## config.mk

```make
export PLATFORM = sky130hd
export DESIGN_NAME = dlx_alu_issue
export DESIGN_NICKNAME = d
export VERILOG_FILES = /design/src/rtl/dlx_pkg.sv /design/src/rtl/dlx_alu_decode.sv /design/src/rtl/dlx_alu_issue.sv
export SDC_FILE = /design/constraint.sdc
export NUM_CORES = 1
export LEC_CHECK = 0
export ABC_AREA = 1
export BUFFER_PORTS_ARGS = -buffer_cell sky130_fd_sc_hd__clkbuf_2
export CORE_MARGIN = 5
export CORE_UTILIZATION = 26
export DETAILED_ROUTE_END_ITERATION = 6
export HOLD_SLACK_MARGIN = 0.03
export PLACE_DENSITY = 0.57
export SLEW_MARGIN = 15
export SYNTH_ARGS = -nofsm -noshare
export SYNTH_HDL_FRONTEND = slang
export SYNTH_SLANG_ARGS = --single-unit
```

## constraint.sdc

```tcl
create_clock -name clk -period 5.8 [get_ports clk]
set_clock_uncertainty 0.05 [all_clocks]
set_input_delay 0.87 -clock clk [delete_from_list [all_inputs] [get_ports clk]]
set_output_delay 0.87 -clock clk [all_outputs]
set_load 0.03 [all_outputs]
```

## src/rtl/dlx_pkg.sv

```systemverilog
// dlx_pkg: shared ALU opcodes, DLX opcode/func constants and issue FSM states.
package dlx_pkg;
  typedef enum logic [3:0] {
    ALU_NOP = 4'd0,
    ALU_ADD = 4'd1,
    ALU_SUB = 4'd2,
    ALU_AND = 4'd3,
    ALU_OR  = 4'd4,
    ALU_XOR = 4'd5,
    ALU_SLL = 4'd6,
    ALU_SRL = 4'd7,
    ALU_SEQ = 4'd10,
    ALU_SLE = 4'd11,
    ALU_SLT = 4'd12,
    ALU_SNE = 4'd13
  } alu_op_e;

  typedef enum logic [1:0] {IDLE, ISSUE, WAIT, WB} state_e;

  localparam logic [5:0] OP_R    = 6'h00;
  localparam logic [5:0] OP_ADDI = 6'h08;
  localparam logic [5:0] OP_SUBI = 6'h0A;
  localparam logic [5:0] OP_ANDI = 6'h0C;
  localparam logic [5:0] OP_ORI  = 6'h0D;
  localparam logic [5:0] OP_XORI = 6'h0E;
  localparam logic [5:0] OP_SLLI = 6'h14;
  localparam logic [5:0] OP_SRLI = 6'h16;
  localparam logic [5:0] OP_SEQI = 6'h18;
  localparam logic [5:0] OP_SNEI = 6'h19;
  localparam logic [5:0] OP_SLTI = 6'h1A;
  localparam logic [5:0] OP_SLEI = 6'h1C;

  localparam logic [5:0] F_ADD = 6'h20;
  localparam logic [5:0] F_SUB = 6'h22;
  localparam logic [5:0] F_AND = 6'h24;
  localparam logic [5:0] F_OR  = 6'h25;
  localparam logic [5:0] F_XOR = 6'h26;
  localparam logic [5:0] F_SLL = 6'h04;
  localparam logic [5:0] F_SRL = 6'h06;
  localparam logic [5:0] F_SEQ = 6'h28;
  localparam logic [5:0] F_SLE = 6'h2C;
  localparam logic [5:0] F_SLT = 6'h2A;
  localparam logic [5:0] F_SNE = 6'h29;
endpackage

```

## src/rtl/dlx_alu_decode.sv

```systemverilog
// dlx_alu_decode: combinational DLX instruction decode to ALU op, rd and operand-2 source.
module dlx_alu_decode
  import dlx_pkg::*;
(
  input  logic [31:0] instr,
  output alu_op_e     op,
  output logic [4:0]  rd,
  output logic [31:0] imm_ext,
  output logic        use_imm,
  output logic        legal
);
  logic [5:0] opc, func;
  logic sx;
  assign opc = instr[31:26];
  assign func = instr[5:0];
  always_comb begin
    op = ALU_NOP;
    sx = 1'b0;
    use_imm = opc != OP_R;
    if (opc == OP_R) begin
      case (func)
        F_ADD: op = ALU_ADD;
        F_SUB: op = ALU_SUB;
        F_AND: op = ALU_AND;
        F_OR:  op = ALU_OR;
        F_XOR: op = ALU_XOR;
        F_SLL: op = ALU_SLL;
        F_SRL: op = ALU_SRL;
        F_SEQ: op = ALU_SEQ;
        F_SLE: op = ALU_SLE;
        F_SLT: op = ALU_SLT;
        F_SNE: op = ALU_SNE;
        default: op = ALU_NOP;
      endcase
    end else begin
      // arithmetic and compare immediates are signed, logic and shift immediates are not
      case (opc)
        OP_ADDI: begin op = ALU_ADD; sx = 1'b1; end
        OP_SUBI: begin op = ALU_SUB; sx = 1'b1; end
        OP_ANDI: op = ALU_AND;
        OP_ORI:  op = ALU_OR;
        OP_XORI: op = ALU_XOR;
        OP_SLLI: op = ALU_SLL;
        OP_SRLI: op = ALU_SRL;
        OP_SEQI: begin op = ALU_SEQ; sx = 1'b1; end
        OP_SNEI: begin op = ALU_SNE; sx = 1'b1; end
        OP_SLTI: begin op = ALU_SLT; sx = 1'b1; end
        OP_SLEI: begin op = ALU_SLE; sx = 1'b1; end
        default: op = ALU_NOP;
      endcase
    end
  end
  assign legal = op != ALU_NOP;
  assign rd = use_imm ? instr[20:16] : instr[15:11];
  assign imm_ext = sx ? {{16{instr[15]}}, instr[15:0]} : {16'h0, instr[15:0]};
endmodule

```

## src/rtl/dlx_alu_issue.sv

```systemverilog
// dlx_alu_issue: single-issue DLX ALU sequencer (decode, issue, wait for result, writeback).
module dlx_alu_issue
  import dlx_pkg::*;
#(
  parameter int DATA_W = 32
) (
  input  logic              clk,
  input  logic              rst,
  input  logic              in_valid,
  output logic              in_ready,
  input  logic [31:0]       in_instr,
  input  logic [DATA_W-1:0] in_rs1_val,
  input  logic [DATA_W-1:0] in_rs2_val,
  output logic [3:0]        alu_op,
  output logic              alu_ex,
  output logic [DATA_W-1:0] alu_op1,
  output logic [DATA_W-1:0] alu_op2,
  input  logic [DATA_W-1:0] alu_res,
  input  logic              alu_carry,
  input  logic              alu_z,
  output logic              wb_valid,
  input  logic              wb_ready,
  output logic [4:0]        wb_rd,
  output logic [DATA_W-1:0] wb_data,
  output logic              wb_carry,
  output logic              wb_z,
  output logic              illegal
);
  state_e state, next;
  alu_op_e dec_op;
  logic [4:0] dec_rd;
  logic [31:0] dec_imm;
  logic dec_use_imm, dec_legal, accept;

  dlx_alu_decode u_dec (
    .instr(in_instr),
    .op(dec_op),
    .rd(dec_rd),
    .imm_ext(dec_imm),
    .use_imm(dec_use_imm),
    .legal(dec_legal)
  );

  assign in_ready = state == IDLE;
  assign alu_ex = state == ISSUE;
  assign wb_valid = state == WB;
  assign accept = in_ready && in_valid;

  always_comb begin
    next = state;
    case (state)
      IDLE:  next = accept && dec_legal ? ISSUE : IDLE;
      ISSUE: next = WAIT;
      WAIT:  next = wb_rd != 5'd0 ? WB : IDLE;
      WB:    next = wb_ready ? IDLE : WB;
      default: next = IDLE;
    endcase
  end

  always_ff @(posedge clk or posedge rst) begin
    if (rst) begin
      state <= IDLE;
      alu_op <= 4'd0;
      alu_op1 <= '0;
      alu_op2 <= '0;
      wb_rd <= 5'd0;
      wb_data <= '0;
      wb_carry <= 1'b0;
      wb_z <= 1'b0;
      illegal <= 1'b0;
    end else begin
      state <= next;
      illegal <= accept && !dec_legal;
      if (accept && dec_legal) begin
        alu_op <= dec_op;
        alu_op1 <= in_rs1_val;
        alu_op2 <= dec_use_imm ? dec_imm : in_rs2_val;
        wb_rd <= dec_rd;
      end
      // carry is only meaningful for add/subtract
      if (state == WAIT) begin
        wb_data <= alu_res;
        wb_z <= alu_z;
        wb_carry <= alu_carry && (alu_op == ALU_ADD || alu_op == ALU_SUB);
      end
    end
  end
endmodule

```

==> summary.txt, run 1 <==
Placement
  • Dpl hpwl: 11.4 mm
  • Placed cell area: 6600 µm²
  • Routability cong.: 0.802
  • Port bufs: 239

Synth
  • Flops & latches, synth: 110
  • Cells after synthesis: 669
  • Post-synth EDFFs: 0
  • Mean post-synth cell area: 7.89 µm²
  • Synth cell count leaders: nand2_1, dfrtp_1, nand3_1
  • Synth Area in Simple Gates: 39.3%
  • Most used DFF post-synth: dfrtp_1
  • Most common cell in the synthesized netlist: nand2_1
  • Cell taking the most area after synthesis: dfrtp_1
  • Asr flop ratio synth: 100%
  • Post-synthesis compound-gate area fraction: 1.78%
  • Post-synth top area share: 52.2%
  • XOR/XNOR share of the synthesized area: 0%
  • Post-synthesis adder-cell area fraction: 0%
  • Synth Warn #: 0
  • Mapped Area: 5280 µm²
  • Mapped Nets: 803
  • Leading post-synthesis cells by cell area: dfrtp_1, nand2_1, nand3_1
  • Synth unique cells: 23
  • Post-synthesis mux area share: 0%
  • Largest family of logic cells by synthesized area: simple AND/OR/NAND/NOR gates
  • Sequential share of the synthesized area: 52.2%

GRT
  • Met1 GRT Util: 18.2%
  • Largest net degree at the start of global routing: 74
  • Gr busiest metal: met2
  • Met2 Use GR: 23.1%
  • Antenna violations before repair: 0
  • Met3 Use GR: 4.15%
  • Tot GR Track Use: 13.8%
  • Vias in the first global route: 4893
  • Grt total ovfl: 0
  • First-pass GRT wire length: 26.4 mm

Floorplanning
  • Die ar.: 23200 µm²
  • Core ar.: 20100 µm²
  • Die height: 152 µm
  • Initial core utilization: 26.3%
  • IO Pins: 245
  • Num rows: 52
  • Overall die width: 152 µm

Setup path
  • Worst-path fanout max: 45
  • Startpoint Class: input pin
  • Setup CP Type: input pin to flip-flop
  • Critical Path AT: 3.14 ns
  • CP endpoint kind: flip-flop
  • CP Data Required Time: 5.98 ns

Routing
  • WL per Instance: 13.9 µm
  • Drt pass-1 iters: 4
  • Post-Route WL: 16.2 mm
  • Antenna Nets Post-Route: 0
  • Initial DRC Count: 179
  • Vias per cell: 4.21
  • Vias: 4900
  • DR DRC count: 0

Outcome
  • Run status: complete, no violations

Pwr
  • Combinational share of power: 46.5%
  • Sequential power share: 35.1%
  • Int Pwr: 1.93 mW
  • Clock group share of total power: 18.4%
  • Peak supply drop: 0.152 mV
  • Static Leakage: 4.08 nW
  • P_sw: 1.76 mW
  • Switch share: 47.7%
  • Pwr per Cell Area: 532 nW/µm²

Final layout
  • Fillers: 2180
  • Cell area after layout: 6920 µm²
  • Area grow syn2layout: 31.2%
  • # diodes: 0
  • Share of layout cells above drive strength 1: 36.5%
  • Final net count: 1024

Clock network
  • Cts bufs inserted: 9
  • Post-CTS setup buffer count: 0
  • Clock Tree Buf Depth: 2
  • Clk root buf: clkbuf_16
  • Num Clock Sinks: 110
  • CTS resizes: 0
  • CTS HTree Levels: 3
  • CTS tree: built
  • CTS clk-pin slew, worst paths: 0.07 ns
  • Clock latency on the worst-skew pair: 0.34 ns
  • Cts hold-fix bufs: 0

Timing
  • Max Slew Vio Count: 0
  • Max-slew headroom: 34.1%
  • Crit path time final: 2.95 ns
  • Tcrit/Tclk final: 50.9%
  • RSZ-0062 raised after global routing: false
  • Final setup viols: 0
  • Fmax: 0.339 GHz
  • Slew @ Worst Pin: 0.982 ns
  • Setup TNS: 0 ns
  • Final hold vios: 0

Run
  • Max cap viols: 0

Min path
  • Hold Crit Class: flip-flop to flip-flop
## power groups by stage
stage / clock (mW) / sequential (mW) / combinational [mW]
after floorplan: 0 / 1.93 / 0.566
after global placement: 0 / 1.30 / 1.74
after detailed placement: 0 / 1.31 / 1.75
after CTS: 0.706 / 1.29 / 1.75
after global routing: 0.735 / 1.33 / 1.87
final: 0.679 / 1.29 / 1.71
## critical path: stages
cell	delay, ns
clkbuf_2	0.13
nor2_4	0.17
nand3_2	0.36
a21oi_1	0.24
nand2_1	0.07
nand2_1	0.15
nor2_1	0.08
nand2_2	0.10
nand2_4	0.27
buf_4	0.46
nand2_1	0.14
nand2_1	0.05
## stage by stage
stage               setup slack, ns  std cells  util [%]  hold WS [ns]  power (mW)
finish                         2.85       1165      34.4         0.422        3.68
global route                   2.62       1165      34.4         0.439        3.94
CTS                            2.79       1165      34.4         0.426        3.75
detailed placement             2.42       1149      32.8         0.407        3.06
global placement               2.43       1149      32.8         0.404        3.04
floorplan                      1.98        669         -         0.450        2.49
## final cells by class
type                            count  area [µm²]  share of cell area (%)
Inverter                           23        88.8                    1.28
Multi-Input combinational cell    500        2180                    31.4
Timing Repair Buffer              246        1250                    18.0
Tap cell                          270         338                    4.88
Clock inverter                      6        91.3                    1.32
Sequential cell                   110        2750                    39.8
Clock buffer                       10         229                    3.31
## cell families after synthesis
kind of cell	after synthesis
AOI/OAI and AO/OA	18
and+or+nand+nor	482
DFF	110
buffers and inverters	59
## registers in the layout, summed over array words and instances (netlist names), 2 cells and up
register,count
alu_op2,32
alu_op,4
state,2
wb_data,32
wb_rd,5
alu_op1,32
## placed cells by master (no fill, tap or decap), types with 3 or more instances in the layout
| cell | n |
|---|---|
| a21oi_1 | 4 |
| buf_4 | 7 |
| clkbuf_16 | 9 |
| clkbuf_2 | 239 |
| dfrtp_1 | 110 |
| inv_1 | 16 |
| inv_2 | 5 |
| nand2_1 | 314 |
| nand2_2 | 52 |
| nand3_1 | 81 |
| nor2_1 | 23 |
| nor2_2 | 5 |
| nor3_1 | 3 |
| o21ai_0 | 9 |
| o21ai_1 | 4 |
## path summary, 6_finish.rpt
kind | startpoint | endpoint | slack, ns | cells past startpoint
worst max register to register | state[1] | wb_carry | 3.77 | 6
worst max-delay path | in_instr[26] | alu_op[0] | 2.85 | 12
worst min-delay path | wb_data[17] | wb_data[17] | 0.42 | 2
min in group asynchronous | rst | wb_data[22] | 0.64 | 2
worst min register to register | wb_data[17] | wb_data[17] | 0.42 | 2
max in group asynchronous | rst | state[0] | 3.89 | 3
## routing by layer
layer	up-vias	wire, µm
met5	-	0
met4	0	106
met3	5	1060
met2	151	7560
met1	2227	7480
li1	2517	-
(Power assumes the default switching activity.)
==> inputs of run 2 (changes only) <==
==> constraint.sdc (replaced) <==
create_clock -name clk -period 2.9 [get_ports clk]
set_clock_uncertainty 0.05 [all_clocks]
set_input_delay 0.435 -clock clk [delete_from_list [all_inputs] [get_ports clk]]
set_output_delay 0.435 -clock clk [all_outputs]
set_load 0.03 [all_outputs]
==> run 2 against run 1 <==
- combinational power rose by 100%
- sequential share of layout area shrank 0.24 points
- sequential power grew 100%
==> summary.txt, run 2 (synthesis gave the netlist of run 1 again) <==
Clock network
  • Clock Tree Buf Depth: 2 (unchanged)
  • CTS tree: built
  • CTS HTree Levels: 3 (unchanged)
  • CTS resizes: 0 (unchanged)
  • Clock latency on the worst-skew pair: 0.34 ns (about the same)
  • Cts bufs inserted: 9 (unchanged)
  • CTS clk-pin slew, worst paths: 0.08 ns (about the same)
  • Num Clock Sinks: 110 (unchanged)
  • Cts hold-fix bufs: 0 (unchanged)
  • Clk root buf: clkbuf_16
  • Post-CTS setup buffer count: 0 (unchanged)

Timing
  • Max Slew Vio Count: 0 (unchanged)
  • Max-slew headroom: 48.2% (+14 points)
  • Final setup viols: 0 (unchanged)
  • Crit path time final: 1.99 ns
  • Tcrit/Tclk final: 68.6%
  • Setup TNS: 0 ns (unchanged)
  • Final hold vios: 0 (unchanged)
  • Slew @ Worst Pin: 0.778 ns (-0.205 ns)
  • RSZ-0062 raised after global routing: false
  • Fmax: 0.502 GHz

Floorplanning
  • Core ar.: 20100 µm² (unchanged)
  • Die ar.: 23200 µm² (unchanged)
  • Num rows: 52 (unchanged)
  • Die height: 152 µm (unchanged)
  • Initial core utilization: 26.3% (unchanged)
  • IO Pins: 245 (unchanged)
  • Overall die width: 152 µm (unchanged)

Outcome
  • Run status: complete, no violations

Setup path
  • CP Data Required Time: 3.13 ns (-2.85 ns)
  • Worst-path fanout max: 43 (-4.4%)
  • CP endpoint kind: flip-flop
  • Setup CP Type: input pin to flip-flop
  • Critical Path AT: 2.22 ns (-0.92 ns)
  • Startpoint Class: input pin

Pwr
  • Final Power: 7.34 mW (+99%)
  • Pwr per Cell Area: 1050 nW/µm² (+98%)
  • Static Leakage: 4.10 nW (+0.55%)
  • Peak supply drop: 0.302 mV (+98%)

Routing
  • Drt pass-1 iters: 4 (unchanged)
  • WL per Instance: 13.8 µm (-0.50%)
  • Initial DRC Count: 234 (+31%)
  • Post-Route WL: 16.2 mm (about the same)
  • Antenna Nets Post-Route: 0 (unchanged)
  • Vias: 4992 (+1.9%)
  • DR DRC count: 0 (unchanged)
  • Vias per cell: 4.27 (+1.4%)

Final layout
  • Reg area: 2750 µm² (unchanged)
  • # diodes: 0 (unchanged)
  • Biggest regs: alu_op1: 32 flops, alu_op2: 32 flops, wb_data: 32 flops
  • Share of layout cells above drive strength 1: 37.0% (+0.46 points)
  • Most frequent cells in the layout: nand2_1, clkbuf_2, dfrtp_1
  • Commonest non-fill, non-tap cell in the layout: nand2_1
  • Area occupied by multi-input gates: 2180 µm² (unchanged)
  • Cell area after layout: 6970 µm² (+0.61%)
  • Util after Layout: 34.7% (+0.21 points)
  • Final net count: 1030 (+0.59%)
  • Fillers: 2193 (+0.60%)
  • Fin cells: 1170 (+0.43%)
  • Area grow syn2layout: 32.0%

Placement
  • Dpl cells: 1155 (+0.52%)
  • Port bufs: 239 (unchanged)
  • Dpl hpwl: 11.8 mm (+3.3%)
  • Routability cong.: 0.800 (-0.16%)
  • Placed cell area: 6660 µm² (+0.89%)

GRT
  • Vias in the first global route: 4890 (-0.061%)
  • Tot GR Track Use: 13.8% (-0.046 points)
  • Largest net degree at the start of global routing: 59 (-20%)
  • Grt total ovfl: 0 (unchanged)
  • First-pass GRT wire length: 26.3 mm (-0.31%)
  • Antenna violations before repair: 0 (unchanged)

Run
  • Max cap viols: 0 (unchanged)

Min path
  • Hold Crit Class: input pin to flip-flop
run 2: path summary, 6_finish.rpt:
check	start	slack, ns	endpoint	depth (start not counted)
max reg2reg	state[1]	1.16	alu_op1[21]	6
max	in_instr[26]	0.91	alu_op1[21]	12
max in group asynchronous	rst	2.00	alu_op2[25]	3
min	alu_res[12]	0.24	wb_data[12]	3
min in group asynchronous	rst	0.25	wb_z	3
min reg2reg	alu_op2[31]	0.42	alu_op2[31]	2
run 2: area by class of cell:
| cell class | instances | area share [%] |
|---|---|---|
| well taps | 270 | 4.85 |
| multi-input cells | 500 | 31.2 |
| flip-flops and latches | 110 | 39.5 |
| clock buffers | 10 | 3.43 |
| inverters | 23 | 1.29 |
| repair buffers | 252 | 18.7 |
| clock inverters | 5 | 0.934 |
run 2: where the power goes:
part           switching [mW]  total (mW)  leakage [nW]  internal (mW)
Combinational            2.54        3.47          2.56          0.927
Sequential              0.409        2.59          1.39           2.18
Clock                   0.580        1.28         0.150          0.701
Total                    3.53        7.34          4.10           3.81
run 2: per-layer routing:
metal	up-vias	GRT usage, %	part of all wire (%)
met1	2292	18.7	46
met5	-	0	0
li1	2525	-	-
met2	169	21.8	47
met4	0	3.35	0.80
met3	6	4.03	6.6
run 2: through the flow:
step	setup WS [ns]	hold slack (ns)
CTS	0.952	0.216
floorplan	0.980	0.450
finish	0.909	0.242
global route	0.738	0.223
global placement	0.623	0.404
detailed placement	0.585	0.407
run 2: critical path, cell delays in order:
cell      delay, ns
clkbuf_2       0.13
nor2_4         0.17
nand3_2        0.10
buf_4          0.21
a21oi_1        0.13
nand2_1        0.06
nand2_1        0.10
nor2_1         0.07
nand2_2        0.10
buf_4          0.42
nand3_1        0.15
nand2_1        0.10
